[config.mk]
export PLATFORM = sky130hd
export DESIGN_NAME = sram_ctrl
export DESIGN_NICKNAME = d
export VERILOG_FILES = /design/src/rtl/sram_ctrl_pkg.sv /design/src/rtl/sram_wait_cnt.sv /design/src/rtl/sram_ctrl.sv
export SDC_FILE = /design/constraint.sdc
export NUM_CORES = 1
export LEC_CHECK = 0
export ABC_AREA = 1
export BUFFER_PORTS_ARGS = -buffer_cell sky130_fd_sc_hd__buf_4
export CORE_ASPECT_RATIO = 1.75
export CORE_MARGIN = 10
export CORE_UTILIZATION = 51
export CTS_CLUSTER_DIAMETER = 120
export DETAILED_ROUTE_END_ITERATION = 10
export PLACE_DENSITY = 0.9
export RECOVER_POWER = 100
export SLEW_MARGIN = 10
export SYNTH_ARGS = -nofsm -noshare
export SYNTH_HDL_FRONTEND = slang
export SYNTH_SLANG_ARGS = --single-unit
[constraint.sdc]
create_clock -name clk -period 3.47 [get_ports clk]
set_input_delay 0.347 -clock clk [delete_from_list [all_inputs] [get_ports clk]]
set_output_delay 0.347 -clock clk [all_outputs]
set_load 0.02 [all_outputs]
[src/rtl/sram_ctrl_pkg.sv]
// Shared types and defaults for the 32-bit-over-16-bit SRAM controller.
package sram_ctrl_pkg;

  typedef enum logic [1:0] {
    ST_IDLE,
    ST_LOW,
    ST_HIGH,
    ST_DONE
  } state_t;

  localparam int unsigned DEF_WAIT_CYCLES = 3;
  localparam logic [31:0] DEF_DATA_BASE   = 32'd1024;

  // Word index relative to the SRAM window; upper bits wrap away.
  function automatic logic [16:0] word_index(input logic [31:0] addr, input logic [31:0] base);
    return 17'((addr - base) >> 2);
  endfunction

endpackage

[src/rtl/sram_wait_cnt.sv]
// Wait-state counter: counts enabled cycles, flags the last one of each half-access.
module sram_wait_cnt
  import sram_ctrl_pkg::*;
#(
  parameter int unsigned WAIT_CYCLES = DEF_WAIT_CYCLES
) (
  input  logic clk,
  input  logic rst,
  input  logic clear,
  input  logic enable,
  output logic tc
);

  logic [3:0] r_count;

  always_ff @(posedge clk or posedge rst) begin
    if (rst) begin
      r_count <= 4'd0;
    end else if (clear) begin
      r_count <= 4'd0;
    end else if (enable) begin
      r_count <= r_count + 4'd1;
    end
  end

  assign tc = enable && (r_count == 4'(WAIT_CYCLES - 1));

endmodule

[src/rtl/sram_ctrl.sv]
// Splits each 32-bit MEM-stage load/store into two timed 16-bit SRAM accesses.
module sram_ctrl
  import sram_ctrl_pkg::*;
#(
  parameter int unsigned WAIT_CYCLES = DEF_WAIT_CYCLES,
  parameter logic [31:0] DATA_BASE   = DEF_DATA_BASE
) (
  input  logic        clk,
  input  logic        rst,
  input  logic        wr_en,
  input  logic        rd_en,
  input  logic [31:0] address,
  input  logic [31:0] write_data,
  output logic [31:0] read_data,
  output logic        ready,
  output logic [17:0] sram_addr,
  output logic [15:0] sram_dq_out,
  output logic        sram_dq_oe,
  input  logic [15:0] sram_dq_in,
  output logic        sram_we_n
);

  state_t      r_state;
  state_t      w_state_next;
  logic        r_op_wr;
  logic [16:0] r_index;
  logic [31:0] r_wdata;
  logic        w_req;
  logic        w_busy;
  logic        w_tc;
  logic [16:0] w_index;

  assign w_req   = wr_en | rd_en;
  assign w_busy  = (r_state == ST_LOW) || (r_state == ST_HIGH);
  assign w_index = word_index(address, DATA_BASE);

  sram_wait_cnt #(
    .WAIT_CYCLES(WAIT_CYCLES)
  ) u_wait_cnt (
    .clk    (clk),
    .rst    (rst),
    .clear  (~w_busy | w_tc),
    .enable (w_busy),
    .tc     (w_tc)
  );

  always_ff @(posedge clk or posedge rst) begin
    if (rst) begin
      r_state <= ST_IDLE;
    end else begin
      r_state <= w_state_next;
    end
  end

  always_comb begin
    w_state_next = r_state;
    ready        = 1'b0;
    case (r_state)
      ST_IDLE: begin
        ready = ~w_req;
        if (w_req) w_state_next = ST_LOW;
      end
      ST_LOW:  if (w_tc) w_state_next = ST_HIGH;
      ST_HIGH: if (w_tc) w_state_next = ST_DONE;
      ST_DONE: begin
        ready        = 1'b1;
        w_state_next = ST_IDLE;
      end
      default: w_state_next = ST_IDLE;
    endcase
  end

  // SRAM pins are loaded one edge ahead so they are stable for the whole half-access.
  always_ff @(posedge clk or posedge rst) begin
    if (rst) begin
      r_op_wr     <= 1'b0;
      r_index     <= 17'd0;
      r_wdata     <= 32'd0;
      read_data   <= 32'd0;
      sram_addr   <= 18'd0;
      sram_dq_out <= 16'd0;
      sram_dq_oe  <= 1'b0;
      sram_we_n   <= 1'b1;
    end else begin
      case (r_state)
        ST_IDLE: begin
          if (w_req) begin
            r_op_wr     <= wr_en;
            r_index     <= w_index;
            r_wdata     <= write_data;
            sram_addr   <= {w_index, 1'b0};
            sram_dq_out <= write_data[15:0];
            sram_dq_oe  <= wr_en;
            sram_we_n   <= ~wr_en;
          end
        end
        ST_LOW: begin
          if (w_tc) begin
            if (!r_op_wr) read_data[15:0] <= sram_dq_in;
            sram_addr   <= {r_index, 1'b1};
            sram_dq_out <= r_wdata[31:16];
          end
        end
        ST_HIGH: begin
          if (w_tc) begin
            if (!r_op_wr) read_data[31:16] <= sram_dq_in;
            sram_dq_oe <= 1'b0;
            sram_we_n  <= 1'b1;
          end
        end
        default: begin
        end
      endcase
    end
  end

endmodule
# [After elaboration in Yosys (flattened, before gate mapping)]
# Index checks and enable logic that the tools add are counted.
# Widths: inputs -> output; s select.
[totals] regBits=124 inputBits=84 out_inout_bits=69 wordCells=57
[op_classes] add_sub_neg=2 eq_ne=7 muxes=19 bitwise=6 n_reduce_logical=12
[op_table] cell="$mux 18" count=2
[op_table] cell="$pmux 18 s2" count=1
[op_table] cell="$mux 16" count=2
[op_table] cell="$pmux 16 s2" count=1
[op_table] cell="$sub 19x11->19 const B" count=1
[op_table] cell="$reduce_and 3->1" count=5
[op_table] cell="$mux 4" count=2
[op_table] cell="$pmux 2 s4" count=1
[op_table] cell="$mux 2" count=3
[op_table] cell="$ne 2x2->1 const B" count=3
[op_table] cell="$pmux 1 s2" count=3
[op_table] cell="$reduce_bool 2->1" count=3
[op_table] cell="$add 4x1->4 const B" count=1
[op_table] cell="$eq 2x2->1 const B" count=2
[op_table] cell="$eq 4x2->1 const B" count=1
[op_table] cell="$mux 1" count=4
[op_table] cell="$not 1->1" count=4
[op_table] cell="$eq 2x1->1 const B" count=1
[op_table] cell="$logic_not 2->1" count=1
[op_table] cell="$or 1x1->1" count=2
[op_table] cell="$reduce_and 2->1" count=1
[op_table] cell="$logic_and 1x1->1" count=1
[op_table] cell="$logic_or 1x1->1" count=1

# [Longest topological paths before layout]
# Gate-level depths: netlist (run 1).
[depth] word_depth=5 ltp_mapped=10 ltp_nobuf=9

# [Cells and area by module]
# A second synthesis (run 1) with hierarchy kept.
[hier_totals] cells_unflattened=556 hier_area_um2=4789.6
[by_module_without_submodules] module="sram_ctrl" n_inst=1 cells_each=529 area_each_um2=4566.9 seq_area_each_um2=2603.7
[by_module_without_submodules] module="sram_wait_cnt" n_inst=1 cells_each=27 area_each_um2=222.7 seq_area_each_um2=100.1

# [Least setup slack after synthesis (run 1)]
# OpenSTA, ideal clock, no wires.
[synth_timing] kind="register to register" startpoint="reg r_state[0]" endpoint="reg read_data[13]" setup_ns=0.126 arrival_ns=1.391 required_ns=3.344 path_slack_ns=1.953 path_stages_with_launch=7 n_path_buf=1 period_less_slack_ns=1.517 path_cell_list="dfrtp_1 inv_1 ha_1 nand3_4 nor3_4 buf_6 o21ai_0"
[synth_between] elab_chain_cells=4 word_cells_on_any_way=5 classes_between="eq/ne: 2; reduce/logical: 3"
[synth_lines] element="start: declaration" line="sram_ctrl.sv:23" text="state_t r_state;"
[synth_lines] element="start signal: assignment" line="sram_ctrl.sv:51" text="r_state <= w_state_next;"
[synth_lines] element="$eq 2x1->1 or $eq 2x2->1 (tied branches)" line="sram_ctrl.sv:34, sram_ctrl.sv:85"
[synth_lines] element="$logic_or 1x1->1" line="sram_ctrl.sv:34" text="assign w_busy = (r_state == ST_LOW) || (r_state == ST_HIGH);"
[synth_lines] element="$logic_and 1x1->1" line="sram_wait_cnt.sv:26" text="assign tc = enable && (r_count == 4'(WAIT_CYCLES - 1));"
[synth_lines] element="$reduce_and 3->1 (no line) *"
[synth_lines] element="end signal: assignment" line="sram_ctrl.sv:99" text="if (!r_op_wr) read_data[15:0] <= sram_dq_in;"
[synth_lines] element="end: declaration" line="sram_ctrl.sv:14" text="output logic [31:0] read_data,"
# Mark *: on every way between the ends. The rest lies on a longest branch, timed or not.
# A chain may end at the register's enable or synchronous reset.

# [Final worst setup path (run 1)]
[layout_timing] startpoint="reg r_state[0]" endpoint="reg read_data[29]"
[layout_between] elab_chain_cells=4 word_cells_on_any_way=5 classes_between="eq/ne: 2; reduce/logical: 3"
[layout_lines] element="$eq 2x1->1 or $eq 2x2->1 (tied branches)" line="sram_ctrl.sv:34, sram_ctrl.sv:85"
[layout_lines] element="$logic_or 1x1->1" line="sram_ctrl.sv:34"
[layout_lines] element="$logic_and 1x1->1" line="sram_wait_cnt.sv:26"
[layout_lines] element="$reduce_and 3->1 (no line) *"
[layout_lines] element="end signal: assignment" line="sram_ctrl.sv:106" text="if (!r_op_wr) read_data[31:16] <= sram_dq_in;"
# Marks and branches as above.

==> results of run 1 <==
## per-layer routing
layer / share of wire [%] / global-route usage [%] / up-vias
met5: 0 / 0 / -
met4: 2.4 / 8.50 / 0
met3: 6.2 / 4.59 / 24
met2: 51 / 32.9 / 156
met1: 41 / 20.4 / 2016
li1: - / - / 2120
## cells in the final DEF, fill, tap and decap left out, drive strengths merged
master	synthesis	layout
nand2	288	288
dfrtp	107	107
clkbuf	7	83
buf	18	69
inv	64	63
o21ai	63	63
nor2	32	32
nand3	17	17
ha	8	8
clkinvlp	0	5
a31oi	3	3
xor2	2	2
nor3	2	2
xnor2	1	1
clkinv	0	1
bufinv	0	1
dfstp	1	1
## registers in the layout, summed over array words and instances (netlist names)
| name | cells |
|---|---|
| r_state | 2 |
| r_op_wr | 1 |
| sram_addr | 18 |
| r_index | 17 |
| sram_dq_oe | 1 |
| sram_we_n | 1 |
| r_wdata | 16 |
| u_wait_cnt.r_count | 4 |
| sram_dq_out | 16 |
| read_data | 32 |
## through the flow
stage          setup slack (ps)  cells
2_1_floorplan               279    613
3_3_place_gp                976    852
3_5_place_dp                878    852
4_1_cts                     858    868
5_1_grt                     350    868
6_report                    594    868
## worst min-delay path by stage
stage                                       from                                 to  cells after the start
5_1_grt                           write_data[16]            r_wdata[16]$_DFFE_PP0P_                      3
3_5_place_dp             r_wdata[30]$_DFFE_PP0P_            r_wdata[30]$_DFFE_PP0P_                      2
3_3_place_gp   u_wait_cnt.r_count[0]$_DFFE_PP0P_  u_wait_cnt.r_count[0]$_DFFE_PP0P_                      1
4_1_cts                                      rst           read_data[4]$_DFFE_PP0P_                      2
2_1_floorplan            r_wdata[16]$_DFFE_PP0P_            r_wdata[16]$_DFFE_PP0P_                      2
6_report                          write_data[22]            r_wdata[22]$_DFFE_PP0P_                      3
## power breakdown
group | leakage, uW | total, uW | internal (uW) | switching (uW)
Sequential | 0.00127 | 2190 | 1870 | 329
Clock | 0.000131 | 1010 | 559 | 454
Combinational | 0.00178 | 2550 | 719 | 1830
## cell families (layout without fill, tap and decap cells)
| group | count (synthesis) | count (layout) | share of synthesized area, % |
|---|---|---|---|
| compound gates | 66 | 66 | 7.79 |
| xor+xnor | 3 | 3 | 0.530 |
| fa+ha+maj | 8 | 8 | 2.02 |
| buf+inv | 89 | 222 | 8.09 |
| flops | 108 | 108 | 54.5 |
| simple gates | 339 | 339 | 27.1 |
## cell type report
class / count / share of cell area [%]
clock inverter: 6 / 1.09
tap: 122 / 2.56
sequential: 108 / 45.3
clock buffer: 10 / 3.84
timing repair buffer: 142 / 13.4
inverter: 64 / 4.09
multi-input combinational: 416 / 29.8
## worst max-delay path, stage by stage (launching register included)
cell,delay [ps]
dfrtp_1,410
inv_1,100
ha_1,360
nand3_1,180
nor3_2,1310
o21ai_0,300
==> summary.txt, run 1 <==
Run status
  – Outcome: complete, but fails checks
  – Failing checks: capacitance limit, slew limit

Logic synthesis
  – Mean Syn Cell Area: 8.10 sq um
  – Synthesized instance count: 613
  – Synth Flop Type: dfrtp_1
  – Most frequent cell after synthesis: nand2_1
  – Async SR Flop Fraction: 100%
  – Synth area leader: dfrtp_1
  – Yosys cell types: 24
  – Yosys reg bits: 108
  – Yosys top cell area share: 54.0%
  – Post-Syn Area: 4960 sq um
  – EDFF count, synth: 0
  – Cells taking the most area after synthesis: dfrtp_1 54%, nand2_1 22%, o21ai_0 4.7%
  – Synth cell count leaders: 286 x nand2_1, 107 x dfrtp_1, 60 x inv_1
  – Net Count, Synth: 705
  – Yosys warnings: 0
  – Sequential share of the synthesized area: 54.5%

Power and ir drop
  – LEAKAGE: 0.00319 uW
  – Pwr/cell area: 965 nW/um^2
  – Tot Pwr: 5760 uW
  – VDD IR max: 528 uV

Floorplan
  – # IOs: 153
  – Initial core utilization: 52.4%
  – Die height: 150 um
  – Die Footprint: 14200 sq um
  – Die Wd: 94.6 um
  – Core Footprint: 9470 sq um
  – Core Rows: 47

STA
  – Final max-slew violation count: 91
  – RSZ-0062 raised after global routing: no
  – Max Freq: 348 MHz
  – Fin. Hold Viols: 0
  – Slew Limit Headroom: -71.1%
  – Fin crit share: 82.9%
  – Worst Skew: 7.49 ps
  – Slew @ Worst Pin: 2550 ps
  – Final setup vio count: 0
  – Final min period: 2880 ps
  – Post-route setup TNS: 0 ps
  – Hold Slack: 194 ps

Global route
  – Vias in the first global route: 4624
  – First-pass GRT wire length: 21400 um
  – Maximum number of pins on one net before global-route repair: 58
  – Initial antenna violation count: 0
  – GRT Resource Usage Total: 18.7%
  – Total grt overflow: 0

Worst setup path
  – Setup CP Type: flip-flop to flip-flop
  – Worst EP required: 3600 ps
  – CP startpoint kind: flip-flop
  – Register-to-Register Path Depth: 5
  – R2r endpoint: read_data[29]$_DFFE_PP0P_
  – Worst setup path endpoint: read_data[29]$_DFFE_PP0P_
  – Worst Setup SP: r_state[0]$_DFFE_PP0P_
  – Critical Path End Type: flip-flop
  – Worst-path fanout max: 32
  – Worst Path Arrival: 3000 ps
  – R2R Path Start: r_state[0]$_DFFE_PP0P_
  – Reg2reg setup slack: 590 ps

Layout
  – Post-route cell area: 5970 sq um
  – Final design utilization: 63.1%
  – Area occupied by multi-input gates: 1780 sq um
  – Synthesis-to-finish area growth: 20.3%
  – Reg area: 2700 sq um
  – Layout cells sized above 1: 13.0%
  – Nets@finish: 833
  – Fillers: 853
  – ANT cells: 0

Clocking
  – Post-CTS Resized: 0
  – CTS tree: done
  – Clock Sinks: 108
  – H-Tree Level Count: 3
  – CTS buffer count: 9
  – Clock Tree Buf Depth: 2
  – Clk_lat worst skew: 340 ps
  – Post-CTS Setup Bufs: 0
  – Clk slew on worst S/H paths: 70 ps
  – Hold-fix buffers, CTS: 0
  – Root buffer cell: clkbuf_16

Routing
  – DRT iter0 DRCs: 216
  – Residual DRC: 0
  – Via Count: 4316
  – Wirelength per Cell: 15.3 um
  – DR vias/cell: 4.97
  – TritonRoute pass-1 iters: 5
  – Drt total wl: 13300 um
  – Post-DRT Antenna Nets: 0

Place
  – Final Wtd Congestion: 0.853
  – DP Area: 6020 sq um
  – DP Wirelength: 9660 um
  – Port bufs: 137

Run
  – Max cap viols: 2

Hold path
  – Hold Path Class: primary input to flip-flop
Power figures use the tool's default switching activity.
==> run 2: changes to the inputs <==
--- a/config.mk
+++ b/config.mk
@@ -9,10 +9,10 @@
 export BUFFER_PORTS_ARGS = -buffer_cell sky130_fd_sc_hd__buf_4
 export CORE_ASPECT_RATIO = 1.75
 export CORE_MARGIN = 10
-export CORE_UTILIZATION = 51
+export CORE_UTILIZATION = 46
 export CTS_CLUSTER_DIAMETER = 120
 export DETAILED_ROUTE_END_ITERATION = 10
-export PLACE_DENSITY = 0.9
+export PLACE_DENSITY = 0.86
 export RECOVER_POWER = 100
 export SLEW_MARGIN = 10
 export SYNTH_ARGS = -nofsm -noshare
==> constraint.sdc (replaced) <==
create_clock -name clk -period 2.4 [get_ports clk]
set_input_delay 0.24 -clock clk [delete_from_list [all_inputs] [get_ports clk]]
set_output_delay 0.24 -clock clk [all_outputs]
set_load 0.02 [all_outputs]
==> summary.txt, run 2 (synthesized netlist as in run 1, its figures left out) <==
STA
  – Final worst slack: 457 ps (-137 ps)
  – Fin. Hold Viols: 0 (unchanged)
  – RSZ-0062 raised after global routing: no
  – Post-route setup TNS: 0 ps (unchanged)
  – Slew @ Worst Pin: 1460 ps (-1090 ps)
  – Final max-slew violation count: 0 (-100%)
  – Max Freq: 515 MHz (+48%)
  – Worst Skew: 8.70 ps (+1.22 ps)
  – Fin crit share: 81.0% (-1.9 points)
  – Final setup vio count: 0 (unchanged)
  – Hold Slack: 90.6 ps (-103 ps)
  – Slew Limit Headroom: 2.34% (+73 points)
  – Final min period: 1940 ps (-933 ps)

Clocking
  – Clock Sinks: 108 (unchanged)
  – Post-CTS Resized: 0 (unchanged)
  – Root buffer cell: clkbuf_16
  – Clock Tree Buf Depth: 2 (unchanged)
  – Clk_lat worst skew: 340 ps (about the same)
  – CTS tree: done
  – CTS buffer count: 9 (unchanged)
  – H-Tree Level Count: 3 (unchanged)
  – Clk slew on worst S/H paths: 70 ps (about the same)
  – Hold-fix buffers, CTS: 0 (unchanged)
  – Post-CTS Setup Bufs: 0 (unchanged)

Power and ir drop
  – Tot Pwr: 8340 uW (+45%)
  – LEAKAGE: 0.00323 uW (+1.3%)
  – VDD IR max: 682 uV (+29%)
  – Pwr/cell area: 1380 nW/um^2 (+43%)

Place
  – DP Worst Slack: 456 ps (-422 ps)
  – Final Wtd Congestion: 0.819 (-4.0%)
  – Port bufs: 137 (unchanged)
  – DP Wirelength: 9200 um (-4.7%)
  – DP Area: 6080 sq um (+0.89%)

Worst setup path
  – Largest stage delay, worst path: 390 ps (-920 ps)
  – Worst Path Arrival: 2220 ps (-780 ps)
  – CP startpoint kind: flip-flop
  – CP cell instances: inv_1 -> ha_1 -> nand3_4 -> nand2_1 -> nand2_4 -> inv_4 -> nand2_1 -> nand2_1
  – Slowest cell on crit path: dfrtp_1
  – Worst-path fanout max: 28 (-13%)
  – Reg2reg setup slack: 460 ps (-140 ps)
  – CP top delay family: simple AND/OR/NAND/NOR gates
  – Crit-path most repeated cell: nand2_1
  – Setup CP Type: flip-flop to flip-flop
  – Worst EP required: 2680 ps (-920 ps)
  – Critical Path End Type: flip-flop
  – Critical path buffers and inverters: 2 (+1)

Layout
  – Nets@finish: 837 (+0.48%)
  – Biggest regs: read_data (32), sram_addr (18), r_index (17)
  – Largest register FFs: 32 (unchanged)
  – Largest register by flop count: read_data
  – Commonest non-fill, non-tap cell in the layout: nand2_1
  – Synthesis-to-finish area growth: 21.4%
  – Most frequent cells in the layout: 287 x nand2_1, 107 x dfrtp_1, 73 x buf_4
  – Post-route cell area: 6020 sq um (+0.90%)
  – Layout cells sized above 1: 13.7% (+0.73 points)
  – ANT cells: 0 (unchanged)

Routing
  – Post-DRT Antenna Nets: 0 (unchanged)
  – DR vias/cell: 4.81 (-3.3%)
  – Drt total wl: 12600 um (-4.9%)
  – TritonRoute pass-1 iters: 4 (-1)
  – Residual DRC: 0 (unchanged)
  – Via Count: 4230 (-2.0%)
  – Wirelength per Cell: 14.4 um (-6.2%)
  – DRT iter0 DRCs: 164 (-24%)

Floorplan
  – Die Wd: 98.5 um (+4.2%)
  – Core Footprint: 10600 sq um (+12%)
  – Die Footprint: 15500 sq um (+9.0%)
  – Core Rows: 50 (+6.4%)
  – # IOs: 153 (unchanged)
  – Die height: 157 um (+4.6%)
  – Initial core utilization: 46.7% (-5.8 points)

Hold path
  – Hold Path Class: primary input to flip-flop

Global route
  – GRT Resource Usage Total: 16.3% (-2.4 points)
  – Initial antenna violation count: 0 (unchanged)
  – Maximum number of pins on one net before global-route repair: 109 (+88%)
  – First-pass GRT wire length: 20800 um (-3.1%)
  – Total grt overflow: 0 (unchanged)
  – Vias in the first global route: 4360 (-5.7%)

Run
  – Max cap viols: 0 (-2)

Run status
  – Outcome: completed
[run 2: cell types whose count changed in the layout (fill, tap and decap cells not counted), moves of 2 or more]
cell        before  now
clkbuf_1        72   69
clkbuf_8         0    2
clkinvlp_4       4    1
inv_6            0    2
buf_4           69   73
[run 2: final timing paths]
check	startpoint	end	cells past startpoint
max in group asynchronous	rst	sram_dq_out[14]$_DFFE_PP0P_	3
hold / removal	write_data[23]	r_wdata[23]$_DFFE_PP0P_	3
setup / recovery	r_state[0]$_DFFE_PP0P_	sram_addr[2]$_DFFE_PP0P_	8
min in group asynchronous	rst	r_wdata[23]$_DFFE_PP0P_	3
hold reg to reg	r_wdata[17]$_DFFE_PP0P_	r_wdata[17]$_DFFE_PP0P_	2
setup reg to reg	r_state[0]$_DFFE_PP0P_	sram_addr[2]$_DFFE_PP0P_	8
[run 2: metal layers]
| metal | part of all wire [%] | track usage, % | routed length, um | vias up |
|---|---|---|---|---|
| li1 | - | - | - | 2124 |
| met4 | 2.5 | 7.20 | 315 | 0 |
| met3 | 4.2 | 3.51 | 530 | 22 |
| met5 | 0 | 0 | 0 | - |
| met1 | 42 | 18.4 | 5260 | 1982 |
| met2 | 52 | 28.6 | 6540 | 102 |
[run 2: worst reg2reg max path, stage by stage, from the launching register on]
cell and delay [ps]:
dfrtp_1 390, inv_1 90, ha_1 380, nand3_4 110, nand2_1 130, nand2_4 220
inv_4 360, nand2_1 120, nand2_1 80
[run 2: layout make-up]
cell class	count	area (sq um)
Multi-Input combinational cell	416	1790
Inverter	64	244
Tap cell	130	163
Timing Repair Buffer	146	832
Fill cell	1049	4610
Clock buffer	11	253
Clock inverter	5	41.3
Sequential cell	108	2700
[run 2: per-stage QoR]
| stage | utilization, % | cells |
|---|---|---|
| final | 56.6 | 880 |
| after global routing | 56.6 | 880 |
| after CTS | 59.9 | 880 |
| after detailed placement | 57.2 | 864 |
| after global placement | 57.2 | 864 |
| after floorplan | - | 613 |
[run 2: power breakdown]
part	switching [uW]	internal, uW
clock network	670	775
registers	441	2690
logic	2670	1080
